$ cat src/rtl/al_logic_mac.sv
`default_nettype none
// +--------------------------------------------------------------------------+
// | al_logic_mac: pipelined multiply-accumulate with valid tags, global ce,  |
// | load/accumulate control and overflow detect/saturate.   Revision 1.0     |
// +--------------------------------------------------------------------------+
module al_logic_mac #(
  parameter int    INPUT_WIDTH_A = 18,
  parameter int    INPUT_WIDTH_B = 18,
  parameter int    ACC_WIDTH     = 48,
  parameter string INPUTFORMAT   = "SIGNED",
  parameter int    PIPE_STAGES   = 2,
  parameter string SATURATE      = "DISABLE"
) (
  input  logic                     clk,
  input  logic                     rstn,
  input  logic                     ce,
  input  logic                     in_valid,
  input  logic [INPUT_WIDTH_A-1:0] a,
  input  logic [INPUT_WIDTH_B-1:0] b,
  input  logic                     acc_en,
  input  logic                     acc_clr,
  output logic                     out_valid,
  output logic [ACC_WIDTH-1:0]     p,
  output logic                     ovf
);

  localparam int PROD_W    = INPUT_WIDTH_A + INPUT_WIDTH_B;
  localparam int LAST      = PIPE_STAGES - 1;
  localparam bit IS_SIGNED = (INPUTFORMAT == "SIGNED");
  localparam bit DO_SAT    = (SATURATE == "ENABLE");
  localparam logic [ACC_WIDTH-1:0] SMAX = {1'b0, {(ACC_WIDTH-1){1'b1}}};
  localparam logic [ACC_WIDTH-1:0] SMIN = {1'b1, {(ACC_WIDTH-1){1'b0}}};

  logic [INPUT_WIDTH_A-1:0] a_q, a_d;
  logic [INPUT_WIDTH_B-1:0] b_q, b_d;
  logic                     en_q, en_d, clr_q, clr_d, vld_q, vld_d;

  logic [PROD_W-1:0]        prod_q [PIPE_STAGES];
  logic [PROD_W-1:0]        prod_d [PIPE_STAGES];
  logic [PROD_W-1:0]        prod_src [PIPE_STAGES];
  logic [PIPE_STAGES-1:0]   pen_q, pen_d, pen_src;
  logic [PIPE_STAGES-1:0]   pclr_q, pclr_d, pclr_src;
  logic [PIPE_STAGES-1:0]   pvld_q, pvld_d, pvld_src;

  logic [ACC_WIDTH-1:0]     acc_q, acc_d;
  logic                     ovf_q, ovf_d, out_valid_q, out_valid_d;

  logic [PROD_W-1:0]        mult;
  logic [ACC_WIDTH-1:0]     prod_ext, sum, sat_val;
  logic                     add_ovf;

  generate
    if (IS_SIGNED) begin : g_signed
      assign mult     = PROD_W'($signed(a_q)) * PROD_W'($signed(b_q));
      assign prod_ext = ACC_WIDTH'($signed(prod_q[LAST]));
      assign sum      = acc_q + prod_ext;
      // Two same-signed addends yielding an opposite-signed result.
      assign add_ovf  = (acc_q[ACC_WIDTH-1] == prod_ext[ACC_WIDTH-1]) &&
                        (sum[ACC_WIDTH-1] != acc_q[ACC_WIDTH-1]);
      assign sat_val  = acc_q[ACC_WIDTH-1] ? SMIN : SMAX;
    end else begin : g_unsigned
      logic carry;
      assign mult          = PROD_W'(a_q) * PROD_W'(b_q);
      assign prod_ext      = ACC_WIDTH'(prod_q[LAST]);
      assign {carry, sum}  = {1'b0, acc_q} + {1'b0, prod_ext};
      assign add_ovf       = carry;
      assign sat_val       = '1;
    end
  endgenerate

  // Stage i of the product pipe is fed by stage i-1, stage 0 by the multiplier.
  for (genvar i = 0; i < PIPE_STAGES; i++) begin : g_pipe
    if (i == 0) begin : g_head
      assign prod_src[i] = mult;
      assign pen_src[i]  = en_q;
      assign pclr_src[i] = clr_q;
      assign pvld_src[i] = vld_q;
    end else begin : g_tail
      assign prod_src[i] = prod_q[i-1];
      assign pen_src[i]  = pen_q[i-1];
      assign pclr_src[i] = pclr_q[i-1];
      assign pvld_src[i] = pvld_q[i-1];
    end
  end

  always_comb begin
    a_d         = a_q;
    b_d         = b_q;
    en_d        = en_q;
    clr_d       = clr_q;
    vld_d       = vld_q;
    prod_d      = prod_q;
    pen_d       = pen_q;
    pclr_d      = pclr_q;
    pvld_d      = pvld_q;
    acc_d       = acc_q;
    ovf_d       = ovf_q;
    out_valid_d = out_valid_q;
    if (ce) begin
      a_d         = a;
      b_d         = b;
      en_d        = acc_en;
      clr_d       = acc_clr;
      vld_d       = in_valid;
      prod_d      = prod_src;
      pen_d       = pen_src;
      pclr_d      = pclr_src;
      pvld_d      = pvld_src;
      out_valid_d = pvld_q[LAST];
      if (pvld_q[LAST]) begin
        if (pclr_q[LAST] || !pen_q[LAST]) begin
          acc_d = prod_ext;
          ovf_d = 1'b0;
        end else if (add_ovf) begin
          acc_d = DO_SAT ? sat_val : sum;
          ovf_d = 1'b1;
        end else begin
          acc_d = sum;
        end
      end
    end
  end

  always_ff @(posedge clk) begin
    if (!rstn) begin
      a_q         <= '0;
      b_q         <= '0;
      en_q        <= 1'b0;
      clr_q       <= 1'b0;
      vld_q       <= 1'b0;
      prod_q      <= '{default: '0};
      pen_q       <= '0;
      pclr_q      <= '0;
      pvld_q      <= '0;
      acc_q       <= '0;
      ovf_q       <= 1'b0;
      out_valid_q <= 1'b0;
    end else begin
      a_q         <= a_d;
      b_q         <= b_d;
      en_q        <= en_d;
      clr_q       <= clr_d;
      vld_q       <= vld_d;
      prod_q      <= prod_d;
      pen_q       <= pen_d;
      pclr_q      <= pclr_d;
      pvld_q      <= pvld_d;
      acc_q       <= acc_d;
      ovf_q       <= ovf_d;
      out_valid_q <= out_valid_d;
    end
  end

  assign out_valid = out_valid_q;
  assign p         = acc_q;
  assign ovf       = ovf_q;

endmodule
`default_nettype wire

$ cat config.mk
export PLATFORM = sky130hd
export DESIGN_NAME = al_logic_mac
export DESIGN_NICKNAME = d
export VERILOG_FILES = /design/src/rtl/al_logic_mac.sv
export SDC_FILE = /design/constraint.sdc
export NUM_CORES = 1
export LEC_CHECK = 0
export BUFFER_PORTS_ARGS = -buffer_cell sky130_fd_sc_hd__buf_2
export CORE_MARGIN = 3
export CORE_UTILIZATION = 30
export DETAILED_ROUTE_END_ITERATION = 10
export PLACE_DENSITY = 0.42
export SLEW_MARGIN = 20
export SYNTH_ARGS = -nofsm -noshare
export SYNTH_HDL_FRONTEND = slang
export SYNTH_SLANG_ARGS = --single-unit
$ cat constraint.sdc
create_clock -name clk -period 8 [get_ports clk]
set_input_delay 0.4 -clock clk [delete_from_list [all_inputs] [get_ports clk]]
set_output_delay 0.4 -clock clk [all_outputs]
set_load 0.05 [all_outputs]
==> flow_metrics.env, run 1 <==
export IMPL_critPathMaxFanout=19
export IMPL_synth_fa_ha_area_share_pct=40.2
export IMPL_timing_fmax_mhz=143
export IMPL_track_usage_pct=15.6
export IMPL_ys_ff_latch=167
export IMPL_synthSimpleGateAreaFrac_pct=16.2
export IMPL_clkTransAtPathRegs_ns=0.08
export IMPL_floorplan_initialDensity_pct=30.6
export IMPL_synth_edf_count=0
export IMPL_portBuffers=91
export IMPL_p_seq_share_pct=34.6
export IMPL_drtPass1Iterations=7
export IMPL_io_pins=92
export IMPL_period_share_pct=87.2
export IMPL_final_util_pct=33.4
export IMPL_worstMarginPinSlew_ns=1.07
export IMPL_ys_seq_area_share_pct=16.1
export IMPL_routed_wl_mm=55.1
export IMPL_synthArstFlopShare_pct=0
export IMPL_comb_power_share_pct=34.7
export IMPL_die_area_um2=72600
export IMPL_finalCriticalPeriod_ns=6.97
export IMPL_routedWlPerCell_um=16.7
export IMPL_area_growth_pct=9.07
export IMPL_via_count=15600
export IMPL_p_clk_share_pct=30.7
export IMPL_antenna_found_initial=0
export IMPL_core_rowCount=95
export IMPL_cts_root_buffer="clkbuf_16"
export IMPL_cts_max_level=4
export IMPL_rsz0062_at_grt="false"
export IMPL_whs_path_depth=3
export IMPL_crit_type="flip-flop to flip-flop"
export IMPL_drv_cap=0
export IMPL_end_kind="flip-flop"
export IMPL_worstSkewPairLatency_ns=0.50
export IMPL_grt_remaining_overflow=0
export IMPL_worstHoldStart="in_valid"
export IMPL_fin_skew_ns=0.0153
export IMPL_grt_pass1_wl_mm=90.4
export IMPL_p_sw_mw=1.08
export IMPL_avgSynthCellArea_um2=8.79
export IMPL_ant_nets=0
export IMPL_syn_cell_area_um2=20800
export IMPL_internal_power_mw=1.78
export IMPL_synth_compound_area_share_pct=10.5
export IMPL_finalSetupViolations=0
export IMPL_dp_hpwl_mm=44.2
export IMPL_diodes=0
export IMPL_synthTopCellsByCount="380 x inv_1, 330 x fa_1, 245 x nand2_1, 176 x nor2_1, 167 x dfxtp_1"
export IMPL_ctsResizeCount=0
export IMPL_critPathLaunchType="flip-flop"
export IMPL_critPathRequiredTime_ns=8.34
export IMPL_routabilityCongestion=0.843
export IMPL_hold_ws_ns=0.136
export IMPL_post_place_ws_ns=1.04
export IMPL_core_area_um2=68000
export IMPL_wl_met3_mm=1.55
export IMPL_r2r_start="b_q[0]$_SDFFE_PN0P_"
export IMPL_outcome="finished clean"
export IMPL_synth_top_family_by_area="adder cells"
export IMPL_synthMuxAreaShare_pct=5.01
export IMPL_drive_above_1_share_pct=6.79
export IMPL_cts_tree="yes"
export IMPL_synth_flop_cell="dfxtp_1"
export IMPL_synthCells=2369
export IMPL_cp_arrival_ns=7.32
export IMPL_layout_setup_ws_ns=1.03
export IMPL_p_total_mw=2.86
export IMPL_synth_xor_area_share_pct=2.86
export IMPL_switching_share_pct=37.6
export IMPL_synth_top_area_share_pct=31.7
export IMPL_slew_viol_final=0
export IMPL_synth_most_common_cell="inv_1"
export IMPL_hp_class="input port to flip-flop"
export IMPL_routed_via_density=4.71
export IMPL_grt_max_degree=80
export IMPL_synth_top_area_cell="fa_1"
export IMPL_fillers=7262
export IMPL_cp_startpoint="b_q[0]$_SDFFE_PN0P_"
export IMPL_finalSetupTns_ns=0
export IMPL_met1_length_mm=25.2
export IMPL_fin_nets=2887
export IMPL_yosys_top_cells_area="fa_1 32%, dfxtp_1 16%, ha_1 8.4%"
export IMPL_yosysUniqueCellTypes=62
export IMPL_die_w_um=269
export IMPL_clk_path_buf_depth=2
export IMPL_top_layer="met4"
export IMPL_drc=0
export IMPL_leakage_nw=11.1
export IMPL_final_hold_viol_count=0
export IMPL_clock_sinks=167
export IMPL_ir_drop_mv=0.141
export IMPL_slew_headroom_pct=28.7
export IMPL_die_h_um=269
export IMPL_syn_nets=2881
export IMPL_ctsHoldBuffers=0
export IMPL_grt_pass1_vias=16400
export IMPL_cts_setup_buffers=0
export IMPL_routed_wl_met2_mm=27.6
export IMPL_ys_warn_count=0
export IMPL_cts_buffers=17
export IMPL_reg2reg_depth=25
export IMPL_p_per_area_nw_per_um2=126
export IMPL_drtIter0Drc=653
==> stage by stage <==
| stage | instance area [um^2] | instances |
|---|---|---|
| finish | 22700 | 3308 |
| global route | 22700 | 3308 |
| CTS | 22700 | 3308 |
| detailed placement | 22100 | 3277 |
| global placement | 22100 | 3277 |
| floorplan | 20800 | 2369 |
==> critical path: stages, from the launching register on <==
cell and delay, ns:
dfxtp_1 0.69, nand2_1 0.18, inv_1 0.16, fa_1 0.45, inv_1 0.20, fa_1 0.44
inv_1 0.13, ha_1 0.46, inv_1 0.25, fa_1 0.56, inv_1 0.06, fa_1 0.53
inv_1 0.05, fa_1 0.47, inv_1 0.04, ha_1 0.33, a21o_1 0.18, a21o_1 0.17
a21oi_1 0.17, nor2_1 0.06, o21a_1 0.19, a211oi_1 0.29, a21boi_0 0.19, o41ai_1 0.34
xnor2_1 0.16, a21oi_1 0.08
==> cell usage in the layout, fill, tap and decap left out, drive strengths merged, types with 11 or more instances in the layout <==
master,count
inv,387
fa,330
nand2,246
nor2,176
dfxtp,167
and2,164
ha,140
buf,114
a21oi,113
mux2i,103
o21ai,70
a21o,51
xnor2,46
xor2,22
nor2b,22
nand3,21
clkbuf,19
nand2b,18
a31oi,18
nand4,17
a211oi,15
a311oi,12
nor3,11
==> logic make-up after synthesis <==
logic type,after synthesis
mux,104
flops,167
fa+ha+maj,470
buf+inv,508
compound gates,342
simple gates,710
xor+xnor,68
==> power by group through the flow <==
stage	sequential (mW)	combinational, mW	clock [mW]
2_1_floorplan	0.953	0.785	0
5_1_grt	1.00	1.15	0.948
3_5_place_dp	1.01	1.02	0
4_1_cts	0.994	1.03	0.924
3_3_place_gp	1.01	1.01	0
6_report	0.991	0.992	0.880
==> layout make-up <==
cell class | count | area (um^2) | area share, %
repair buffers | 114 | 634 | 2.79
well taps | 921 | 1150 | 5.08
inverters | 381 | 1430 | 6.31
multi-input cells | 1694 | 15600 | 68.6
flip-flops and latches | 167 | 3340 | 14.7
clock inverters | 12 | 143 | 0.628
clock buffers | 19 | 433 | 1.91
==> path summary, 6_finish.rpt <==
check	end	slack [ns]
hold reg to reg	ovf$_SDFFE_PN0P_	0.47
setup / recovery	prod_q[71]$_SDFFE_PN0P_	1.03
hold / removal	vld_q$_SDFFE_PN0P_	0.14
setup reg to reg	prod_q[71]$_SDFFE_PN0P_	1.03
==> state kept, by name (all words and copies together) (netlist names), 2 cells and up <==
name,flops
pvld_q,2
b_q,18
p,48
prod_ext,36
pen_q,2
a_q,18
pclr_q,2
prod_q,36
==> routing by layer <==
metal	up-vias	GRT usage (%)
met3	43	2.36
met5	-	0
met1	7829	20.5
li1	7518	-
met4	0	3.07
met2	195	27.3
No activity file was read; power rests on OpenSTA's default activity.
==> run 2, diff against run 1 <==
- RECOVER_POWER: unset -> 100
==> flow_metrics.env, run 2 (same netlist as run 1, synthesis figures left out) <==
export IMPL_dp_hpwl_mm=44.2
export IMPL_grt_pass1_wl_mm=90.4
export IMPL_core_rowCount=95
export IMPL_finalSetupTns_ns=0
export IMPL_critPathMaxStageDelay_ns=0.69
export IMPL_ir_drop_mv=0.140
export IMPL_r2r_end="prod_q[71]$_SDFFE_PN0P_"
export IMPL_worstSkewPairLatency_ns=0.50
export IMPL_track_usage_pct=15.6
export IMPL_period_share_pct=87.1
export IMPL_timing_fmax_mhz=143
export IMPL_path_buf_inv=7
export IMPL_routedWlPerCell_um=16.6
export IMPL_slew_headroom_pct=-60.2
export IMPL_rsz0062_at_grt="false"
export IMPL_r2r_slack_ns=1.03
export IMPL_p_seq_share_pct=34.6
export IMPL_final_common_cell="inv_1"
export IMPL_core_area_um2=68000
export IMPL_comb_power_share_pct=34.6
export IMPL_r2r_start="b_q[0]$_SDFFE_PN0P_"
export IMPL_die_h_um=269
export IMPL_routed_wl_mm=55.0
export IMPL_ctsHoldBuffers=0
export IMPL_cts_max_level=4
export IMPL_via_count=15600
export IMPL_final_hold_viol_count=0
export IMPL_cts_setup_buffers=0
export IMPL_design_area_um2=22600
export IMPL_drtIter0Drc=698
export IMPL_p_clk_share_pct=30.8
export IMPL_cts_root_buffer="clkbuf_16"
export IMPL_drv_cap=3
export IMPL_grt_remaining_overflow=0
export IMPL_path_depth=25
export IMPL_finalCriticalPeriod_ns=6.97
export IMPL_slew_viol_final=184
export IMPL_outcome="finished with violations"
export IMPL_die_area_um2=72600
export IMPL_hp_class="input port to flip-flop"
export IMPL_floorplan_initialDensity_pct=30.6
export IMPL_diodes=0
export IMPL_internal_power_mw=1.78
export IMPL_critical_path_top_delay_family="adder cells"
export IMPL_io_pins=92
export IMPL_crit_type="flip-flop to flip-flop"
export IMPL_largest_reg_flops=48
export IMPL_leakage_nw=10.9
export IMPL_routed_via_density=4.71
export IMPL_clkTransAtPathRegs_ns=0.08
export IMPL_fin_skew_ns=0.0183
export IMPL_drive_above_1_share_pct=4.40
export IMPL_drc=0
export IMPL_area_growth_pct=8.57
export IMPL_finalSetupViolations=0
export IMPL_antenna_found_initial=0
export IMPL_end_kind="flip-flop"
export IMPL_grt_max_degree=80
export IMPL_routabilityCongestion=0.843
export IMPL_drtPass1Iterations=8
export IMPL_p_per_area_nw_per_um2=127
export IMPL_die_w_um=269
export IMPL_critPathRequiredTime_ns=8.34
export IMPL_clk_path_buf_depth=2
export IMPL_ant_nets=0
export IMPL_cp_common_cell="inv_1"
export IMPL_critPathMaxFanout=19
export IMPL_failed_checks="capacitance limit, slew limit"
export IMPL_grt_pass1_vias=16400
export IMPL_switching_share_pct=37.7
export IMPL_fin_nets=2887
export IMPL_ctsResizeCount=0
export IMPL_cts_tree="yes"
export IMPL_cts_buffers=17
export IMPL_portBuffers=91
export IMPL_cp_slowest_cell="dfxtp_1"
export IMPL_cp_arrival_ns=7.31
export IMPL_final_cell_mix="380 x inv_1, 330 x fa_1, 245 x nand2_1"
export IMPL_reg2reg_depth=25
export IMPL_worstSetupEndpoint="prod_q[71]$_SDFFE_PN0P_"
export IMPL_critPathLaunchType="flip-flop"
export IMPL_clock_sinks=167
export IMPL_worstMarginPinSlew_ns=2.40
export IMPL_whs_path_depth=3
export IMPL_cp_startpoint="b_q[0]$_SDFFE_PN0P_"
export IMPL_p_sw_mw=1.08
export IMPL_placed_cell_area_um2=22100
==> run 2: worst min-delay path, delay by kind of cell <==
kind | cells | cell delay [ns]
muxes | 1 | 0.05
buffers and inverters | 1 | 0.07
and+or+nand+nor | 1 | 0.07
==> run 2: worst min path at each step <==
stage	startpoint	to	slack, ns
floorplan	prod_q[36]$_SDFFE_PN0P_	prod_q[36]$_SDFFE_PN0P_	0.45
global placement	ovf$_SDFFE_PN0P_	ovf$_SDFFE_PN0P_	0.45
detailed placement	out_valid$_SDFFE_PN0P_	out_valid$_SDFFE_PN0P_	0.46
CTS	in_valid	vld_q$_SDFFE_PN0P_	0.10
global route	a[16]	a_q[16]$_SDFFE_PN0P_	0.12
finish	in_valid	vld_q$_SDFFE_PN0P_	0.14
==> run 2: metal layers <==
metal  vias up  global-route usage (%)  share of wire, %
met5         -                       0                 0
met4         0                    3.07               1.3
met3        43                    2.36               2.7
met2       189                    27.3                50
met1      7818                    20.5                46
li1       7524                       -                 -
==> run 2: per-stage QoR <==
stage                     std cells  setup WS (ns)  hold WS, ns  utilization [%]  total power, mW
after floorplan                2369           1.53        0.446                -             1.74
after global placement         3277           1.13        0.453             32.5             2.02
after detailed placement       3277           1.04        0.463             32.5             2.03
after CTS                      3308           1.00        0.102             33.4             2.94
after global routing           3308          0.275        0.123             33.2             3.10
final                          3308           1.03        0.137             33.2             2.86
==> run 2: area by class of cell <==
| cell class | instances | area (um^2) |
|---|---|---|
| inverter | 381 | 1430 |
| multi-input combinational | 1694 | 15500 |
| tap | 921 | 1150 |
| fill | 7278 | 45400 |
| clock buffer | 19 | 433 |
| timing repair buffer | 114 | 566 |
| sequential | 167 | 3340 |
| clock inverter | 12 | 143 |
==> run 2: power groups by stage <==
stage | clock [mW] | combinational (mW) | sequential (mW)
after detailed placement | 0 | 1.02 | 1.01
after global placement | 0 | 1.01 | 1.01
after floorplan | 0 | 0.785 | 0.953
final | 0.881 | 0.992 | 0.991
after CTS | 0.924 | 1.03 | 0.994
after global routing | 0.948 | 1.15 | 1.01
